==> config.mk <==
export PLATFORM = sky130hd
export DESIGN_NAME = pwm_ramp_ctrl
export DESIGN_NICKNAME = d
export VERILOG_FILES = /design/src/rtl/pwm_ramp_ctrl.sv
export SDC_FILE = /design/constraint.sdc
export NUM_CORES = 1
export LEC_CHECK = 0
export CAP_MARGIN = 5
export CORE_ASPECT_RATIO = 0.8
export CORE_MARGIN = 2
export CORE_UTILIZATION = 29
export DETAILED_ROUTE_END_ITERATION = 16
export GPL_TIMING_DRIVEN = 0
export PLACE_DENSITY = 0.5
export SLEW_MARGIN = 20
export SYNTH_ARGS = -nofsm -noshare
export SYNTH_HDL_FRONTEND = slang
export SYNTH_SLANG_ARGS = --single-unit
export TNS_END_PERCENT = 5
==> constraint.sdc <==
create_clock -name clk_i -period 8.95 [get_ports clk_i]
set_clock_uncertainty 0.15 [all_clocks]
set_input_delay 0.895 -clock clk_i [delete_from_list [all_inputs] [get_ports clk_i]]
set_output_delay 0.895 -clock clk_i [all_outputs]
set_load 0.005 [all_outputs]
==> src/rtl/pwm_ramp_ctrl.sv <==
// rtl/pwm_ramp_ctrl.sv - duty ramp sequencer feeding pwm.duty
// Optional macro PWM_RAMP_PERIOD_SYNC_EN defers each step to the next period_start pulse.
module pwm_ramp_ctrl #(
   parameter int WIDTH     = 8,
   parameter int DIV_WIDTH = 16
) (
   input  logic                 clk_i,
   input  logic                 reset_n_i,
   input  logic                 enable_i,
   input  logic                 cmd_valid_i,
   output logic                 cmd_ready_o,
   input  logic [WIDTH-1:0]     cmd_target_i,
   input  logic [WIDTH-1:0]     cmd_step_i,
   input  logic [DIV_WIDTH-1:0] rate_div_i,
   input  logic                 period_start_i,
   output logic [WIDTH-1:0]     duty_o,
   output logic                 busy_o,
   output logic                 done_o
);

   typedef enum logic [1:0] {IDLE, HOLD, RAMP_UP, RAMP_DOWN} state_e;

   state_e               state_q;
   logic [WIDTH-1:0]     duty_q, target_q, step_q;
   logic [DIV_WIDTH-1:0] presc_q;
   logic                 busy_q, done_q, ready_q;

   logic                 ramping, tick, apply, accept;
   logic [WIDTH-1:0]     eff_step, next_duty_d;
   logic [WIDTH:0]       up_sum, dn_diff;

   assign ramping  = (state_q == RAMP_UP) || (state_q == RAMP_DOWN);
   assign accept   = cmd_valid_i && ready_q;
   assign tick     = ramping && enable_i && (presc_q == rate_div_i);
   assign eff_step = (cmd_step_i == '0) ? WIDTH'(1) : cmd_step_i;

   // One extra bit so the sum/difference cannot wrap before clamping to target.
   assign up_sum  = {1'b0, duty_q} + {1'b0, step_q};
   assign dn_diff = {1'b0, duty_q} - {1'b0, step_q};

   always_comb begin
      next_duty_d = duty_q;
      if (state_q == RAMP_UP) begin
         next_duty_d = (up_sum > {1'b0, target_q}) ? target_q : up_sum[WIDTH-1:0];
      end else if (state_q == RAMP_DOWN) begin
         next_duty_d = (dn_diff[WIDTH] || (dn_diff[WIDTH-1:0] < target_q)) ?
                       target_q : dn_diff[WIDTH-1:0];
      end
   end

`ifdef PWM_RAMP_PERIOD_SYNC_EN
   logic pending_q;
   assign apply = ramping && enable_i && period_start_i && (pending_q || tick);

   always_ff @(posedge clk_i or negedge reset_n_i) begin
      if (!reset_n_i) begin
         pending_q <= 1'b0;
      end else if (accept) begin
         pending_q <= 1'b0;
      end else if (ramping && enable_i) begin
         if (apply) begin
            pending_q <= 1'b0;
         end else if (tick) begin
            pending_q <= 1'b1;
         end
      end
   end
`else
   logic unused_period_start;
   assign unused_period_start = period_start_i;
   assign apply = tick;
`endif

   always_ff @(posedge clk_i or negedge reset_n_i) begin
      if (!reset_n_i) begin
         state_q  <= IDLE;
         duty_q   <= '0;
         target_q <= '0;
         step_q   <= WIDTH'(1);
         presc_q  <= '0;
         busy_q   <= 1'b0;
         done_q   <= 1'b0;
         ready_q  <= 1'b1;
      end else begin
         done_q <= 1'b0;
         if (accept) begin
            target_q <= cmd_target_i;
            step_q   <= eff_step;
            presc_q  <= '0;
            if (cmd_target_i > duty_q) begin
               state_q <= RAMP_UP;
               busy_q  <= 1'b1;
               ready_q <= 1'b0;
            end else if (cmd_target_i < duty_q) begin
               state_q <= RAMP_DOWN;
               busy_q  <= 1'b1;
               ready_q <= 1'b0;
            end else begin
               state_q <= HOLD;
               done_q  <= 1'b1;
            end
         end else if (ramping && enable_i) begin
            presc_q <= tick ? '0 : presc_q + DIV_WIDTH'(1);
            if (apply) begin
               duty_q <= next_duty_d;
               if (next_duty_d == target_q) begin
                  state_q <= HOLD;
                  busy_q  <= 1'b0;
                  ready_q <= 1'b1;
                  done_q  <= 1'b1;
               end
            end
         end
      end
   end

   assign duty_o      = duty_q;
   assign busy_o      = busy_q;
   assign done_o      = done_q;
   assign cmd_ready_o = ready_q;

endmodule

==> impl_results.md <==
* Synth Area per Inst at 8.16 um^2
* Leakage power at 0.00209 uW
* Routed Antenna Nets at 0
* Initial Utilization at 30.0%
* PortBufs at 46
* TritonCTS Sinks at 45
* Via density per instance at 5.28
* Synth area leader: dfrtp_1
* Die width at 137 um
* Hold Crit Class: in -> async
* Share of post-route cells with drive strength above 1 at 5.73%
* Post-synth top area share at 26.2%
* Worst EP arrival at 4.92 ns
* Unique masters post-synth at 59
* Max_slew headroom at 60.8%
* CP max stage delay at 0.56 ns
* Worst-Skew Late Latency at 0.29 ns
* Die area at 0.0151 mm^2
* Compound-gate portion of the synthesized area at 24.4%
* Worst Path Max Fanout at 8
* Number of flops mapped to enable cells by yosys at 0
* CTS buffer count at 5
* Vias in the first global route at 3,735
* Hold buffer count at CTS at 0
* Setup Buffers After CTS at 0
* Remaining global-route overflow at 0
* Post-Synth Adder-Cell Area at 13.2%
* Top delay family on crit path: compound AO/OA/AOI/OAI gates
* Resized cells post-CTS at 0
* Seq/Total Area, Yosys at 27.5%
* Largest family of logic cells by synthesized area: compound AO/OA/AOI/OAI gates
* Worst path required time at 8.94 ns
* Die Ht at 110 um
* First-pass GRT wire length at 20,400 um
* RSZ-0062 raised after global routing: no
* Final period util at 55.0%
* CP bufs+invs at 3
* Area of the core at 0.0137 mm^2
* Ys flop type: dfrtp_1
* Mapped Area at 0.00411 mm^2
* Simple-gate share of the synthesized area at 21.5%
* CTS Root Buffer Type: clkbuf_16
* H-tree Lvls at 2
* Cell area after layout at 0.00495 mm^2
* Total global routing track utilization at 17.1%
* Mapped Nets at 582
* Final hold vios at 0
* Total number of vias at 3,893
* Slew Viols, Final at 0
* Detail Placement HPWL at 10,200 um
* Tmin final at 4.93 ns
* Power Total at 424 uW
* Area contributors post-synth: dfrtp_1 26%, ha_1 12%, o21ai_0 5.1%
* Post-synth ARST share at 100%
* Worst-path clk slew at 0.07 ns
* RePlAce Congestion at 0.917
* Placed Area at 0.00481 mm^2
* VDD IR max at 0.0000592 V
* WL per Instance at 17.2 um
* Least-Margin Pin Slew at 0.588 ns
* Mapped Cells at 503
* Syn-to-layout area delta at 20.6%
* # DRC at 0
* CP max-delay cell: dfstp_2
* Post-synthesis mux area share at 0.518%
* Commonest non-fill, non-tap cells in the layout: 51 x nor2_1, 48 x nand2_1, 45 x clkdlybuf4s50_1
* DRT iter0 DRCs at 321
* Largest net degree at the start of global routing at 29
* Status: complete, no violations
* FMAX at 0.203 GHz
* Xor and xnor area share after synthesis at 7.25%
* Pre-antenna DRT Iters at 5
* Clock Path Buffers at 2
* Std cell rows at 38
* Commonest non-fill, non-tap cell in the layout: nor2_1
* CP cell instances: ha_1 -> inv_1 -> fa_1 -> a211oi_1 -> o21ai_0 -> xnor2_1 -> inv_1 -> ha_1 -> and4_1 -> o21ai_0 -> o211ai_4 -> and2_4 -> buf_6 -> nor2_1 -> a211oi_1 -> o211ai_2 -> nor4b_4 -> a22oi_1
* Synth Warn # at 0
* Max_cap viols at 0
* PwrDens at 85.6 mW/mm^2
* CP Capture Type: register
* Num ports at 48
* Final #Nets at 636
* Fillers at 1,448
* Reg area at 0.00113 mm^2
* # setup viols final at 0
* Antenna diodes at 0
* CP Launch Type: register
* Initial antenna violation count at 0
* Combined area of the multi-input logic cells at 0.00274 mm^2
* Final setup TNS at 0 ns
* Setup CP Type: reg -> reg
* CTS tree: built
* Post-Route WL at 12,700 um
* Internal reg-to-reg setup slack at 4.02 ns
* #FFs+latches synth at 45
==> stage by stage <==
stage	hold slack [ns]	std cells	worst slack, ns	util, %
after floorplan	0.319	503	4.78	-
after global placement	0.342	729	4.07	35.0
after detailed placement	0.376	730	4.05	35.1
after CTS	0.385	738	4.04	36.2
after global routing	0.403	738	3.58	36.2
final	0.376	738	4.02	36.2
==> layout make-up <==
type,count,share of cell area [%]
multi-input cells,402,55.3
flip-flops and latches,45,22.8
clock buffers,5,2.53
well taps,180,4.55
inverters,37,2.80
repair buffers,47,9.60
plain buffers,19,1.97
clock inverters,3,0.429
==> synthesized netlist by cell type, drive strengths merged, types with 6 or more instances <==
| library cell | count |
|---|---|
| nor2 | 51 |
| o21ai | 44 |
| clkbuf | 12 |
| xnor2 | 20 |
| a21oi | 29 |
| a211oi | 9 |
| inv | 36 |
| buf | 7 |
| xor2 | 14 |
| a21o | 9 |
| nand2 | 50 |
| ha | 40 |
| o211ai | 13 |
| nor3 | 12 |
| dfrtp | 43 |
| nand3 | 12 |
| nor2b | 9 |
| o21a | 6 |
| and2 | 6 |
| nand4 | 10 |
==> logic make-up after synthesis <==
| family | Yosys count |
|---|---|
| AOI/OAI and AO/OA | 145 |
| xor gates and xnor gates | 34 |
| adders and majority gates | 42 |
| buffers and inverters | 56 |
| DFF | 45 |
| muxes | 2 |
| and+or+nand+nor | 179 |
==> registers in the layout (all words and copies together) (netlist names) <==
signal,flops
presc_q,16
busy_o,1
state_q,2
duty_o,8
done_o,1
step_q,8
target_q,8
cmd_ready_o,1
==> final timing paths <==
path,start,end,cells past startpoint
setup / recovery,step_q[0],busy_o,18
hold / removal,reset_n_i,step_q[6],1
setup reg to reg,step_q[0],busy_o,18
hold reg to reg,step_q[0],step_q[0],2
max in group asynchronous,reset_n_i,presc_q[15],2
min in group clk_i,step_q[0],step_q[0],2
==> metal layers <==
layer | global-route usage, % | share of wire [%] | vias up
li1 | - | - | 1912
met1 | 27.8 | 53 | 1844
met2 | 23.7 | 40 | 126
met3 | 1.93 | 5.9 | 11
met4 | 3.16 | 1.1 | 0
met5 | 0 | 0 | -
==> power breakdown <==
group,switching [uW],internal (uW),leakage [uW]
clock,86.1,104,0.0000702
sequential,0,203,0.000533
combinational,12.3,18.3,0.00149
==> worst register-to-register path, delay by kind of cell, from the launching register on <==
kind                     cells  cell delay [ns]
AO/OA/AOI/OAI                7             1.58
adder cells (fa/ha/maj)      3             0.89
AND/OR/NAND/NOR              4             0.94
XOR/XNOR                     1             0.41
flip-flops                   1             0.56
buffers and inverters        3             0.26
Note: power is estimated with default switching activity, not from simulation.
==> edit: new RTL, same flow settings <==
Register the inputs `cmd_target_i` and `rate_div_i` before use, with the module's reset. The logic sees them one clock later. The other inputs are not delayed to match.
--- a/src/rtl/pwm_ramp_ctrl.sv
+++ b/src/rtl/pwm_ramp_ctrl.sv
@@ -21,4 +21,17 @@
    typedef enum logic [1:0] {IDLE, HOLD, RAMP_UP, RAMP_DOWN} state_e;
 
+   logic [WIDTH-1:0] cmd_target_q;
+   logic [DIV_WIDTH-1:0] rate_div_q;
+
+   always_ff @(posedge clk_i or negedge reset_n_i) begin
+      if (!reset_n_i) begin
+         cmd_target_q <= '0;
+         rate_div_q   <= '0;
+      end else begin
+         cmd_target_q <= cmd_target_i;
+         rate_div_q   <= rate_div_i;
+      end
+   end
+
    state_e               state_q;
    logic [WIDTH-1:0]     duty_q, target_q, step_q;
@@ -32,5 +45,5 @@
    assign ramping  = (state_q == RAMP_UP) || (state_q == RAMP_DOWN);
    assign accept   = cmd_valid_i && ready_q;
-   assign tick     = ramping && enable_i && (presc_q == rate_div_i);
+   assign tick     = ramping && enable_i && (presc_q == rate_div_q);
    assign eff_step = (cmd_step_i == '0) ? WIDTH'(1) : cmd_step_i;
 
@@ -85,12 +98,12 @@
          done_q <= 1'b0;
          if (accept) begin
-            target_q <= cmd_target_i;
+            target_q <= cmd_target_q;
             step_q   <= eff_step;
             presc_q  <= '0;
-            if (cmd_target_i > duty_q) begin
+            if (cmd_target_q > duty_q) begin
                state_q <= RAMP_UP;
                busy_q  <= 1'b1;
                ready_q <= 1'b0;
-            end else if (cmd_target_i < duty_q) begin
+            end else if (cmd_target_q < duty_q) begin
                state_q <= RAMP_DOWN;
                busy_q  <= 1'b1;
Check against the original RTL: not equivalent (a bounded check fails within 4 cycles, from zero or initial values and one cycle with reset_n_i low).
==> edit against the original RTL <==
Worst setup slack got worse by 0.26 ns. Total power increased by 62%. Wire length increased by 17%. Fmax decreased by 5.1%. Clock power increased by 76%. Design area increased by 18%. Sequential cell count increased by 24. Final cell count increased by 10%. Area after synthesis increased by 17%. Largest cell class unchanged.
==> edit: results (changes against the original RTL) <==
stage;metric;value;unit;change
place;Cell Area, Placed;5570;sq um;+16%
synth;Synth Area in Compound Gates;0.1883;;-0.05541
global_route;largest net degree at the start of global routing;52;;+79%
cells_and_area;Fillers;1690;;+17%
synth;count of warnings emitted by yosys;0;;unchanged
clock_tree;maximum root-to-sink buffer count;2;;unchanged
synth;most frequent cells after synthesis;dfrtp_1, nand2_1, ha_1, nor2_1;;
place;port buffer count;46;;unchanged
synth;ys flop type;dfrtp_1;;
cells_and_area;share of post-route cells with drive strength above 1;0.08615;;+0.02880
global_route;met2 Usage GRT;0.2315;;-0.005666
clock_tree;clock latency on the worst-skew pair;0.35;ns;+0.06 ns
routing;ANT nets after route;0;;unchanged
setup_path;critical path's slowest cell;or4_4;;
synth;multiplexer area fraction after synthesis;0.02055;;+0.01537
routing;M1 WL;7723;microns;+16%
timing;Relative slew margins;0.4686;;-0.1391
global_route;first-pass GRT wire length;23260;microns;+14%
routing;Avg WL per Cell;18.33;microns;+6.5%
synth;Synth Area in XOR/XNOR;0.06738;;-0.005139
synth;Syn Nets;608;;+4.5%
synth;adder-cell area share of the yosys netlist;0.1124;;-0.01924
synth;Unique masters post-synth;75;;+27%
routing;DRT iter0 DRCs;314;;-2.2%
cells_and_area;register area;1729;sq um;+53%
worst_hold_path;Hold Path Class;in2async;;
cells_and_area;Nets;666;;+4.7%
setup_path;WP data arrival;5.27;ns;+0.35 ns
global_route;GRT Total Usage;0.1747;;+0.004124
routing;met2 wire len;5822;microns;+14%
global_route;vias in the first global route;4019;;+7.6%
clock_tree;root buffer cell;clkbuf_16;;
outcome;status;finished, final reports clean;;
routing;WL met3;1073;microns;+43%
setup_path;Crit Path Max Fanout;9;;+1
place;DPL Wire Length;11500;microns;+12%
routing;Highest Signal Layer;met4;;
power_and_ir_drop;VDD IR max;78.61;uV;+33%
power_and_ir_drop;Leakage;2.621;nW;+25%
routing;Pre-antenna DRT Iters;6;;+1
clock_tree;CTS H-tree lvls;3;;+1
cells_and_area;antenna cells;0;;unchanged
global_route;grt met3 use;0.04751;;+0.02823
setup_path;R2R setup slack;3.76;ns;-0.26 ns
setup_path;R2R Path End;state_q[1];;
setup_path;CP startpoint;duty_o[0];;
global_route;met1 Resource Use GR;0.2729;;-0.004886
synth;register area share after synthesis;0.3595;;+0.08469
place;gp weighted congestion;0.9300;;+1.4%
routing;vias;4232;;+8.7%
clock_tree;TritonCTS Buffers;9;;+4
synth;dominant cells by area after synthesis;dfrtp_1, ha_1, nand2_1;;
==> edit: cells by family after synthesis <==
group | Yosys count
buf+inv | 54
simple gates | 189
mux | 9
flops | 69
compound gates | 129
fa+ha+maj | 42
xor+xnor | 37
==> edit: stage by stage <==
step                      setup slack, ns  total power, mW  hold WS, ns  instances
after floorplan                     4.461           0.3335       0.3038        529
after global placement              3.854           0.3597       0.3268        795
after detailed placement            3.859           0.3614       0.3248        796
after CTS                           3.836           0.7028       0.2968        812
after global routing                3.487           0.7208       0.3029        812
final                               3.761           0.6893       0.2917        812
==> edit: report_power, final <==
| group | leakage [nW] | switching (mW) | internal (mW) | total [mW] |
|---|---|---|---|---|
| Sequential | 0.828 | 0.00310 | 0.318 | 0.321 |
| Clock | 0.126 | 0.146 | 0.189 | 0.334 |
| Combinational | 1.67 | 0.0150 | 0.0194 | 0.0344 |
| Total | 2.62 | 0.164 | 0.526 | 0.689 |
==> edit: how the worst min path moves through the flow <==
| stage | to | from | cells after the start |
|---|---|---|---|
| 3_3_place_gp | cmd_ready_o | cmd_ready_o | 2 |
| 6_report | state_q[0] | reset_n_i | 1 |
| 4_1_cts | step_q[1] | reset_n_i | 1 |
| 5_1_grt | step_q[1] | reset_n_i | 1 |
| 3_5_place_dp | cmd_ready_o | cmd_ready_o | 2 |
| 2_1_floorplan | target_q[1] | cmd_target_q[1] | 2 |
==> edit: area by class of cell <==
type                            count  share of cell area
Inverter                           34             0.02185
Sequential cell                    69              0.2961
Timing Repair Buffer               47             0.08312
Tap cell                          220             0.04713
Buffer                             20             0.02292
Clock buffer                       11             0.03985
Multi-Input combinational cell    406              0.4826
Clock inverter                      5            0.006427
